===== src/rtl/mul_acc_pkg.sv =====
// Shared definitions for the multiply-accumulate unit.
//   PROD_W  : width of one product beat from the multiplier
//   CNT_W   : width of the per-vector product counter
//   state_t : control states of mul_acc_unit
package mul_acc_pkg;

  localparam int unsigned PROD_W = 8;
  localparam int unsigned CNT_W  = 4;

  typedef enum logic [1:0] {
    IDLE  = 2'd0,
    ACCUM = 2'd1,
    HOLD  = 2'd2
  } state_t;

endpackage


===== src/rtl/sat_adder.sv =====
// Saturating adder: acc + in_prod, clamped to all-ones on carry out.
// Ports:
//   acc     : current accumulator value (ACC_W bits)
//   in_prod : unsigned product to add (PROD_W bits)
//   sum     : saturated result (ACC_W bits)
//   sat     : high when the true sum did not fit in ACC_W bits
module sat_adder
  import mul_acc_pkg::*;
#(
  parameter int unsigned ACC_W = 12
) (
  input  logic [ACC_W-1:0]  acc,
  input  logic [PROD_W-1:0] in_prod,
  output logic [ACC_W-1:0]  sum,
  output logic              sat
);

  logic [ACC_W:0] wide_sum;

  always_comb begin
    wide_sum = {1'b0, acc} + (ACC_W + 1)'(in_prod);
    sat      = wide_sum[ACC_W];
    sum      = sat ? '1 : wide_sum[ACC_W-1:0];
  end

endmodule


===== src/rtl/mul_acc_unit.sv =====
// Accumulates a vector of unsigned products into a saturating sum and
// presents the result with a valid/ready handshake.
// Ports:
//   clk, rst  : clock, synchronous active-high reset
//   in_prod   : product beat (PROD_W bits)
//   in_valid  : beat valid; in_last marks the final beat of a vector
//   in_ready  : high while the unit can take a beat (not in HOLD)
//   out_sum   : accumulated sum (ACC_W bits)
//   out_count : products accumulated in the vector
//   out_ovf   : saturation happened somewhere in the vector
//   out_valid : result available (HOLD only); out_ready consumes it
module mul_acc_unit
  import mul_acc_pkg::*;
#(
  parameter int unsigned VEC_LEN = 8,
  parameter int unsigned ACC_W   = 12
) (
  input  logic              clk,
  input  logic              rst,
  input  logic [PROD_W-1:0] in_prod,
  input  logic              in_valid,
  input  logic              in_last,
  output logic              in_ready,
  output logic [ACC_W-1:0]  out_sum,
  output logic [CNT_W-1:0]  out_count,
  output logic              out_ovf,
  output logic              out_valid,
  input  logic              out_ready
);

  state_t            state, state_nxt;
  logic [ACC_W-1:0]  acc, acc_nxt;
  logic [CNT_W-1:0]  count, count_nxt;
  logic              ovf, ovf_nxt;

  logic [ACC_W-1:0]  add_sum;
  logic              add_sat;
  logic [CNT_W-1:0]  count_inc;
  logic              beat;
  logic              vec_done;

  sat_adder #(
    .ACC_W (ACC_W)
  ) u_sat_adder (
    .acc     (acc),
    .in_prod (in_prod),
    .sum     (add_sum),
    .sat     (add_sat)
  );

  always_ff @(posedge clk) begin
    if (rst) begin
      state <= IDLE;
      acc   <= '0;
      count <= '0;
      ovf   <= '0;
    end else begin
      state <= state_nxt;
      acc   <= acc_nxt;
      count <= count_nxt;
      ovf   <= ovf_nxt;
    end
  end

  always_comb begin
    state_nxt = state;
    acc_nxt   = acc;
    count_nxt = count;
    ovf_nxt   = ovf;
    in_ready  = 1'b1;
    out_valid = 1'b0;
    beat      = in_valid;
    // In IDLE the count is zero, so count_inc also yields the first count.
    count_inc = count + 1'b1;
    vec_done  = in_last || (count_inc == CNT_W'(VEC_LEN));

    unique case (state)
      IDLE: begin
        if (beat) begin
          acc_nxt   = ACC_W'(in_prod);
          count_nxt = count_inc;
          ovf_nxt   = 1'b0;
          state_nxt = vec_done ? HOLD : ACCUM;
        end
      end
      ACCUM: begin
        if (beat) begin
          acc_nxt   = add_sum;
          count_nxt = count_inc;
          ovf_nxt   = ovf | add_sat;
          if (vec_done) state_nxt = HOLD;
        end
      end
      HOLD: begin
        in_ready  = 1'b0;
        out_valid = 1'b1;
        if (out_ready) begin
          state_nxt = IDLE;
          acc_nxt   = '0;
          count_nxt = '0;
          ovf_nxt   = 1'b0;
        end
      end
      default: begin
        state_nxt = IDLE;
        acc_nxt   = '0;
        count_nxt = '0;
        ovf_nxt   = 1'b0;
      end
    endcase
  end

  assign out_sum   = acc;
  assign out_count = count;
  assign out_ovf   = ovf;

endmodule


===== config.mk =====
export PLATFORM = sky130hd
export DESIGN_NAME = mul_acc_unit
export DESIGN_NICKNAME = d
export VERILOG_FILES = /design/src/rtl/mul_acc_pkg.sv /design/src/rtl/sat_adder.sv /design/src/rtl/mul_acc_unit.sv
export SDC_FILE = /design/constraint.sdc
export NUM_CORES = 1
export LEC_CHECK = 0
export CORE_UTILIZATION = 44
export DETAILED_ROUTE_END_ITERATION = 10
export MAX_ROUTING_LAYER = met4
export PLACE_DENSITY = 0.75
export SLEW_MARGIN = 20
export SYNTH_ARGS = -nofsm -noshare
export SYNTH_HDL_FRONTEND = slang
export SYNTH_SLANG_ARGS = --single-unit
export TNS_END_PERCENT = 5

===== constraint.sdc =====
create_clock -name clk -period 2.1 [get_ports clk]
set_input_delay 0.21 -clock clk [delete_from_list [all_inputs] [get_ports clk]]
set_output_delay 0.21 -clock clk [all_outputs]
set_load 0.005 [all_outputs]

; ---- After elaboration in Yosys (flattened, before gate mapping)
; Cells that the tools add are included.
[classes]
addsub = 2
eq_ne = 8
muxes = 20
n_bitwise = 1
n_reduce_logical = 6
[op_table]
columns = op, count
row1 = 12-bit two-way mux, 4
row2 = 12-bit case mux with 3 select lines, 1
row3 = 12-bit by 8-bit adder with 13-bit output, 1
row4 = 2-bit two-way mux, 5
row5 = 4-bit two-way mux, 2
row6 = 2-bit != test (second input constant), 4
row7 = 4-bit case mux with 2 select lines, 1
row8 = 2-bit case mux with 3 select lines, 1
row9 = 1-bit two-way mux, 5
row10 = 4-bit by 1-bit adder with 4-bit output (second input constant), 1
row11 = 4-bit == test (second input constant), 1
row12 = 4-bit AND reduction, 1
row13 = 1-bit case mux with 3 select lines, 1
row14 = 3-bit AND reduction, 1
row15 = 2-bit by 1-bit == test with 1-bit output (second input constant), 1
row16 = 2-bit == test (second input constant), 1
row17 = 2-bit logical NOT, 1
row18 = 2-bit by 1-bit != test with 1-bit output (second input constant), 1
row19 = 2-bit AND reduction, 1
row20 = 2-bit OR reduction, 1
row21 = 1-bit logical OR, 1
row22 = 1-bit OR, 1
[totals]
reg_bits = 19
input_bits = 13
output_inout_bits = 19
word_cells = 41

; ---- Logic depth before layout (Yosys ltp)
; Gate-level depths: netlist of the first run.
[depth]
ltp_word = 6
ltp_mapped = 7
depth_no_buf = 7

; ---- Modules after synthesis
; From an unflattened synthesis of the first run, not the netlist that was laid out.
[unflattened]
cells_unflattened = 161
area_unflattened_um2 = 1398.8
[by_module_without_submodules]
columns = mod, instances, cells_each, area_each_um2, seq_area_each_um2
row1 = mul_acc_unit, 1, 92, 897.1, 380.4
row2 = sat_adder, 1, 69, 501.7, 0.0

; ---- Worst setup path before layout of the first run
; No wires, ideal clock.
[synth_timing]
path_type = register to register
startpoint = reg acc[0], in the netlist out_sum[0]
endpoint = reg acc[8], in the netlist out_sum[8]
setup_ps = 79
arrival_time_ps = 1962
t_required_ps = 2021
path_slack_ps = 58
stages_incl_launch_ff = 8
path_buffers = 0
synth_period_minus_slack_ps = 2042
path_cell_list = dfxtp_1 > ha_1 > fa_1 > a21o_1 > a221oi_4 > o21ai_2 > a31o_1 > a211oi_2
[synth_via]
elab_chain_len = 4
[synth_rtl]
columns = item, line
row1 = start: declaration, mul_acc_unit.sv:32  ; logic [ACC_W-1:0] acc, acc_nxt;
row2 = start signal: assignment, mul_acc_unit.sv:59  ; acc <= acc_nxt;
row3 = 12-bit by 8-bit adder with 13-bit output, sat_adder.sv:21  ; wide_sum = {1'b0, acc} + (ACC_W + 1)'(in_prod);
row4 = 12-bit two-way mux, sat_adder.sv:23  ; sum = sat ? '1 : wide_sum[ACC_W-1:0];
row5 = 12-bit two-way mux, mul_acc_unit.sv:87  ; if (beat) begin
row6 = 12-bit case mux with 3 select lines, mul_acc_unit.sv:77  ; unique case (state)
; Every way passes these cells. The select of a mux whose other input is x is not followed.
; A chain may end at the register's enable or synchronous reset.

; ---- Worst setup path in the final report of the first run
[layout_timing]
startpoint = in in_prod[0]
endpoint = reg acc[8], in the netlist out_sum[8]
[layout_via]
elab_chain_len = 4
[layout_rtl]
columns = item, line
row1 = start: declaration, mul_acc_unit.sv:20  ; input logic [PROD_W-1:0] in_prod,
row2 = 12-bit by 8-bit adder with 13-bit output, sat_adder.sv:21
row3 = 12-bit two-way mux, sat_adder.sv:23
row4 = 12-bit two-way mux, mul_acc_unit.sv:87
row5 = 12-bit case mux with 3 select lines, mul_acc_unit.sv:77
; Every way passes these cells. The select of a mux whose other input is x is not followed.

==> metrics.yaml, run 1 <==
status: "finished, violations left"
violations: "design-rule violations"
diodes: 0
ys_ff_latch: 19
vias: 1440
drive_gt1_share_pct: 18.6
drt-total-wl_um: 3610
fp-row-count: 19
synth-edff-count: 0
vias_per_cell: 5.85
gp_congestion: 0.916
wl_per_cell_um: 14.7
synth_nets: 187
fin_skew_ns: 0.00487
numCtsBuffers: 3
drt_iter0_drc: 68
dieArea_mm2: 0.00324
port_buffers: 31
cap_violations: 0
rsz0062_at_grt: "true"
cts_tree: "done"
ys_types: 42
drcViolationCount: 6
setup_viol: 0
clockBufferDepth: 2
path_clk_slew_ns: 0.13
netlist_area_mm2: 0.00133
yosysTopAreaCellShare_pct: 28.6
die_x_um: 57.0
start_util_pct: 47.4
cellLeakagePower_nw: 0.752
postLayoutCoreUtil_pct: 66.4
crit_type: "in2reg"
synth.area.top_cells: "dfxtp_1, ha_1, o21ai_0, a21oi_1, a211oi_1"
ys_warn_count: 0
fp.coreArea_mm2: 0.00281
p_per_area_mw_per_mm2: 525
vdd_drop_max_mv: 0.264
synth_ff_type: "dfxtp_1"
startpoint_type: "input port"
syn_avg_cell_area_um2: 8.10
dp.cells: 241
grtUsageTotal_pct: 24.7
multi_input_area_um2: 910
clock_sinks: 19
finalCritPeriodShare_pct: 98.1
grt-ovfl-total: 0
synth-async-reset-ratio_pct: 0
instances_no_fill: 246
crit_fanout: 5
hold_viol: 0
ys_seq_area_share_pct: 28.6
final_antenna_net_count: 0
tightest_slew_ns: 0.379
cp.arrival_ns: 2.30
first_pass_iters: 7
clockRootBuffer: "clkbuf_4"
min_path_type: "reg2reg"
grt_pass1_wl_um: 6140
die_h_um: 57.0
slew_violations: 0
design.portCount: 32
sequential_cell_area_um2: 382
total_power_w: 0.000978
whs_ns: 0.494
cts_htree_levels: 1
nets: 239
grt_max_degree: 21
dp_hpwl_um: 2750
yosysTopAreaCell: "dfxtp_1"
grt_pass1_vias: 1392
cp-end-kind: "register"
maxSlewHeadroom_pct: 74.7
fin_crit_ns: 2.06
cp_data_required_time_ns: 2.34
syn_to_final_growth_pct: 40.2
max_freq_mhz: 485
antenna_found_initial: 0
clk_latency_ns: 0.31
syn-instance-count: 164
nFillCells: 248
## cells by family after synthesis
group / count (synthesis) / synth area share [%]
mux: 2 / 1.69
flops: 19 / 28.6
xor+xnor: 7 / 4.61
fa+ha+maj: 10 / 9.98
simple gates: 46 / 16.5
buf+inv: 13 / 3.95
compound gates: 67 / 34.7
## layer usage
| layer | GRT usage, % | vias up | routed length [um] |
|---|---|---|---|
| met3 | 3.40 | 5 | 189 |
| met4 | 7.67 | 0 | 38 |
| met2 | 42.0 | 48 | 1840 |
| met5 | - | - | 0 |
| li1 | - | 715 | - |
| met1 | 30.2 | 672 | 1550 |
## final cells by class
cell class	count	area share, %
Multi-Input combinational cell	132	48.8
Timing Repair Buffer	54	25.9
Sequential cell	19	20.5
Tap cell	31	2.08
Clock buffer	3	1.21
Inverter	6	1.21
Clock inverter	1	0.269
## cell usage in the layout, fill, tap and decap left out, types with 3 or more instances in the layout
| cell | n |
|---|---|
| clkbuf_4 | 3 |
| nor3_1 | 4 |
| a311oi_1 | 3 |
| a21oi_1 | 16 |
| clkdlybuf4s50_1 | 31 |
| o21ai_0 | 16 |
| ha_1 | 8 |
| a211oi_1 | 8 |
| nand2_1 | 11 |
| nand3_1 | 4 |
| buf_4 | 23 |
| dfxtp_1 | 18 |
| inv_1 | 6 |
| xor2_1 | 3 |
| a21o_1 | 3 |
| nand2b_1 | 3 |
| xnor2_1 | 4 |
| nor2_1 | 15 |
## stage by stage
step	setup TNS, ns	instance area (um^2)	worst slack [ns]
5_1_grt	-0.0360	1860	-0.0194
4_1_cts	0	1850	0.0214
3_3_place_gp	-3.49	1810	-0.320
6_report	0	1860	0.0394
3_5_place_dp	-4.36	1810	-0.396
2_1_floorplan	0	1330	0.0585
## what timing repair did
item | 4_1_cts | 5_1_grt
buffers inserted | 1 | 0
setup endpoints to repair | 9 | 9
pin swaps | 3 | 2
cloned | 0 | 0
hold buffers | 0 | 0
gates resized for setup | 2 | 5
## power breakdown
group	switching [W]	leakage, nW	internal [W]
Clock	0.000132	0.0177	0.0000711
Sequential	0.0000217	0.156	0.000383
Combinational	0.000176	0.579	0.000195
## registers in the layout, indices dropped and copies added, names as in the netlist
signal     cells
state          2
out_ovf        1
out_sum       12
out_count      4
## critical path, cell delays in order
cell	delay, ns
clkdlybuf4s50_1	0.44
ha_2	0.22
fa_2	0.34
a21o_1	0.20
a221oi_4	0.32
o21ai_2	0.13
a31o_1	0.23
a211oi_2	0.20
## worst paths after layout
check | slack [ns] | end | cells after the start | startpoint
max | 0.04 | out_sum[8]$_SDFFE_PP0P_ | 8 | in_prod[0]
min | 0.49 | out_sum[0]$_SDFFE_PP0P_ | 2 | out_sum[0]$_SDFFE_PP0P_
max reg2reg | 0.06 | out_sum[8]$_SDFFE_PP0P_ | 7 | out_sum[0]$_SDFFE_PP0P_
min reg2reg | 0.49 | out_sum[0]$_SDFFE_PP0P_ | 2 | out_sum[0]$_SDFFE_PP0P_
## synth_stat cells (all sizes together) (2+ instances only)
cell type,n
a31o,3
mux2,2
nor3,4
xor2,3
nand3b,2
and2,2
o21bai,2
a311oi,3
a21oi,16
nand3,4
dfxtp,19
o211ai,2
nand2,11
nand2b,3
o21ai,19
xnor2,4
o22ai,2
ha,9
buf,3
a21o,3
inv,6
clkbuf,4
nor2,15
a211oi,9
(Power assumes the default switching activity.)
==> run 2, diff against run 1 <==
Settings changed: CORE_MARGIN set to 5, CTS_CLUSTER_SIZE set to 10.
==> metrics.yaml, run 2 (same netlist as run 1, synthesis figures left out) <==
path_clk_slew_ns: 0.11
nFillCells: 250
ff2ff_path_depth: 8
design_area_mm2: 0.00191
grtUsageTotal_pct: 20.5
grt_pass1_vias: 1514
clk_latency_ns: 0.30
fp.coreArea_mm2: 0.00298
status: "complete, no violations"
critical_path_buf_inv_count: 2
cp-end-kind: "register"
critPathTopFamily: "compound AO/OA/AOI/OAI gates"
path_depth: 9
maxSlewHeadroom_pct: 77.2
cap_violations: 0
vias: 1483
design.portCount: 32
cp_cell_sequence: "clkdlybuf4s50_1 -> ha_2 -> fa_2 -> a21o_1 -> a221oi_4 -> buf_4 -> xnor2_1 -> a21oi_1 -> a211oi_1"
drt-total-wl_um: 4110
crit_fanout: 3
cp.arrival_ns: 2.26
dieArea_mm2: 0.00422
cellLeakagePower_nw: 0.780
gp_congestion: 0.905
antenna_found_initial: 0
grt_pass1_wl_um: 6670
layout_commonest_cell: "clkdlybuf4s50_1"
clock_sinks: 19
port_buffers: 31
nets: 243
rsz0062_at_grt: "true"
grt_max_degree: 21
post_dp_cell_area_mm2: 0.00185
start_util_pct: 44.6
p_per_area_mw_per_mm2: 521
finalCritPeriodShare_pct: 97.0
instances_no_fill: 252
die_x_um: 65.0
startpoint_type: "input port"
final_antenna_net_count: 0
fp-row-count: 20
ff2ff_setup_slack_ns: 0.08
drive_gt1_share_pct: 20.5
slew_violations: 0
crit_type: "in2reg"
preCtsSetupSlack_ns: -0.456
max_freq_mhz: 491
cp_slowest_stage_delay_ns: 0.42
syn_to_final_growth_pct: 43.7
fin_tns_setup_ns: 0
cts_tree: "done"
diodes: 0
wl_per_cell_um: 16.3
fin_crit_ns: 2.04
cts_htree_levels: 1
grt-ovfl-total: 0
slowest_stage: "clkdlybuf4s50_1"
min_path_cells: 2
drt_iter0_drc: 78
dp_hpwl_um: 3110
vdd_drop_max_mv: 0.326
clockRootBuffer: "clkbuf_4"
drcViolationCount: 0
setup_ws_ns: 0.0629
dp.cells: 247
final_cell_mix: "clkdlybuf4s50_1, buf_4, dfxtp_1, a21oi_1"
fin_skew_ns: 0.00239
cts_hold_buf: 0
numCtsBuffers: 3
vias_per_cell: 5.88
first_pass_iters: 4
tightest_slew_ns: 0.342
die_h_um: 65.0
largest_reg_flops: 12
hold_viol: 0
setup_viol: 0
clockBufferDepth: 2
min_path_type: "reg2reg"
whs_ns: 0.528
cp_data_required_time_ns: 2.33
## run 2: layer usage
metal  wire length (um)  vias up  global-route usage (%)  share of wire, %
li1                   -      721                       -                 -
met1               1680      704                    23.1                41
met2               2210       51                    37.4                54
met3                165        7                    2.08               4.0
met4                 64        0                    7.12               1.6
met5                  0        -                       -                 0
## run 2: worst min-delay path, delay by kind of cell, from the launching register on
family / cells / cell delay [ns]
AO/OA/AOI/OAI: 1 / 0.07
AND/OR/NAND/NOR: 1 / 0.06
flip-flops: 1 / 0.38
## run 2: where the power goes
part / leakage [nW] / switching, W / internal, W / total [W]
logic: 0.610 / 0.000187 / 0.000209 / 0.000397
clock network: 0.0150 / 0.000120 / 0.0000741 / 0.000194
registers: 0.155 / 0.0000207 / 0.000382 / 0.000403
## run 2: final timing paths
path,startpoint,end
max reg2reg,out_sum[0]$_SDFFE_PP0P_,out_sum[6]$_SDFFE_PP0P_
max,in_prod[0],out_sum[6]$_SDFFE_PP0P_
min,out_sum[4]$_SDFFE_PP0P_,out_sum[4]$_SDFFE_PP0P_
min reg2reg,out_sum[4]$_SDFFE_PP0P_,out_sum[4]$_SDFFE_PP0P_
## run 2: what timing repair did
action,in CTS,in global routing
resized for setup,3,7
setup buffers,0,1
pin swaps,3,2
setup endpoints to repair,9,10
cloned,0,0
## run 2: through the flow
| stage | power, W | util, % |
|---|---|---|
| 6_report | 0.000994 | 64.1 |
| 2_1_floorplan | 0.000608 | - |
| 5_1_grt | 0.00105 | 64.1 |
| 4_1_cts | 0.000981 | 63.2 |
| 3_3_place_gp | 0.000771 | 62.0 |
| 3_5_place_dp | 0.000786 | 62.0 |
## run 2: layout make-up
cell class	count	area [um^2]	share of cell area, %
Clock buffer	4	26.3	1.38
Multi-Input combinational cell	132	926	48.5
Inverter	6	22.5	1.18
Tap cell	33	41.3	2.16
Timing Repair Buffer	58	513	26.9
Sequential cell	19	380	19.9
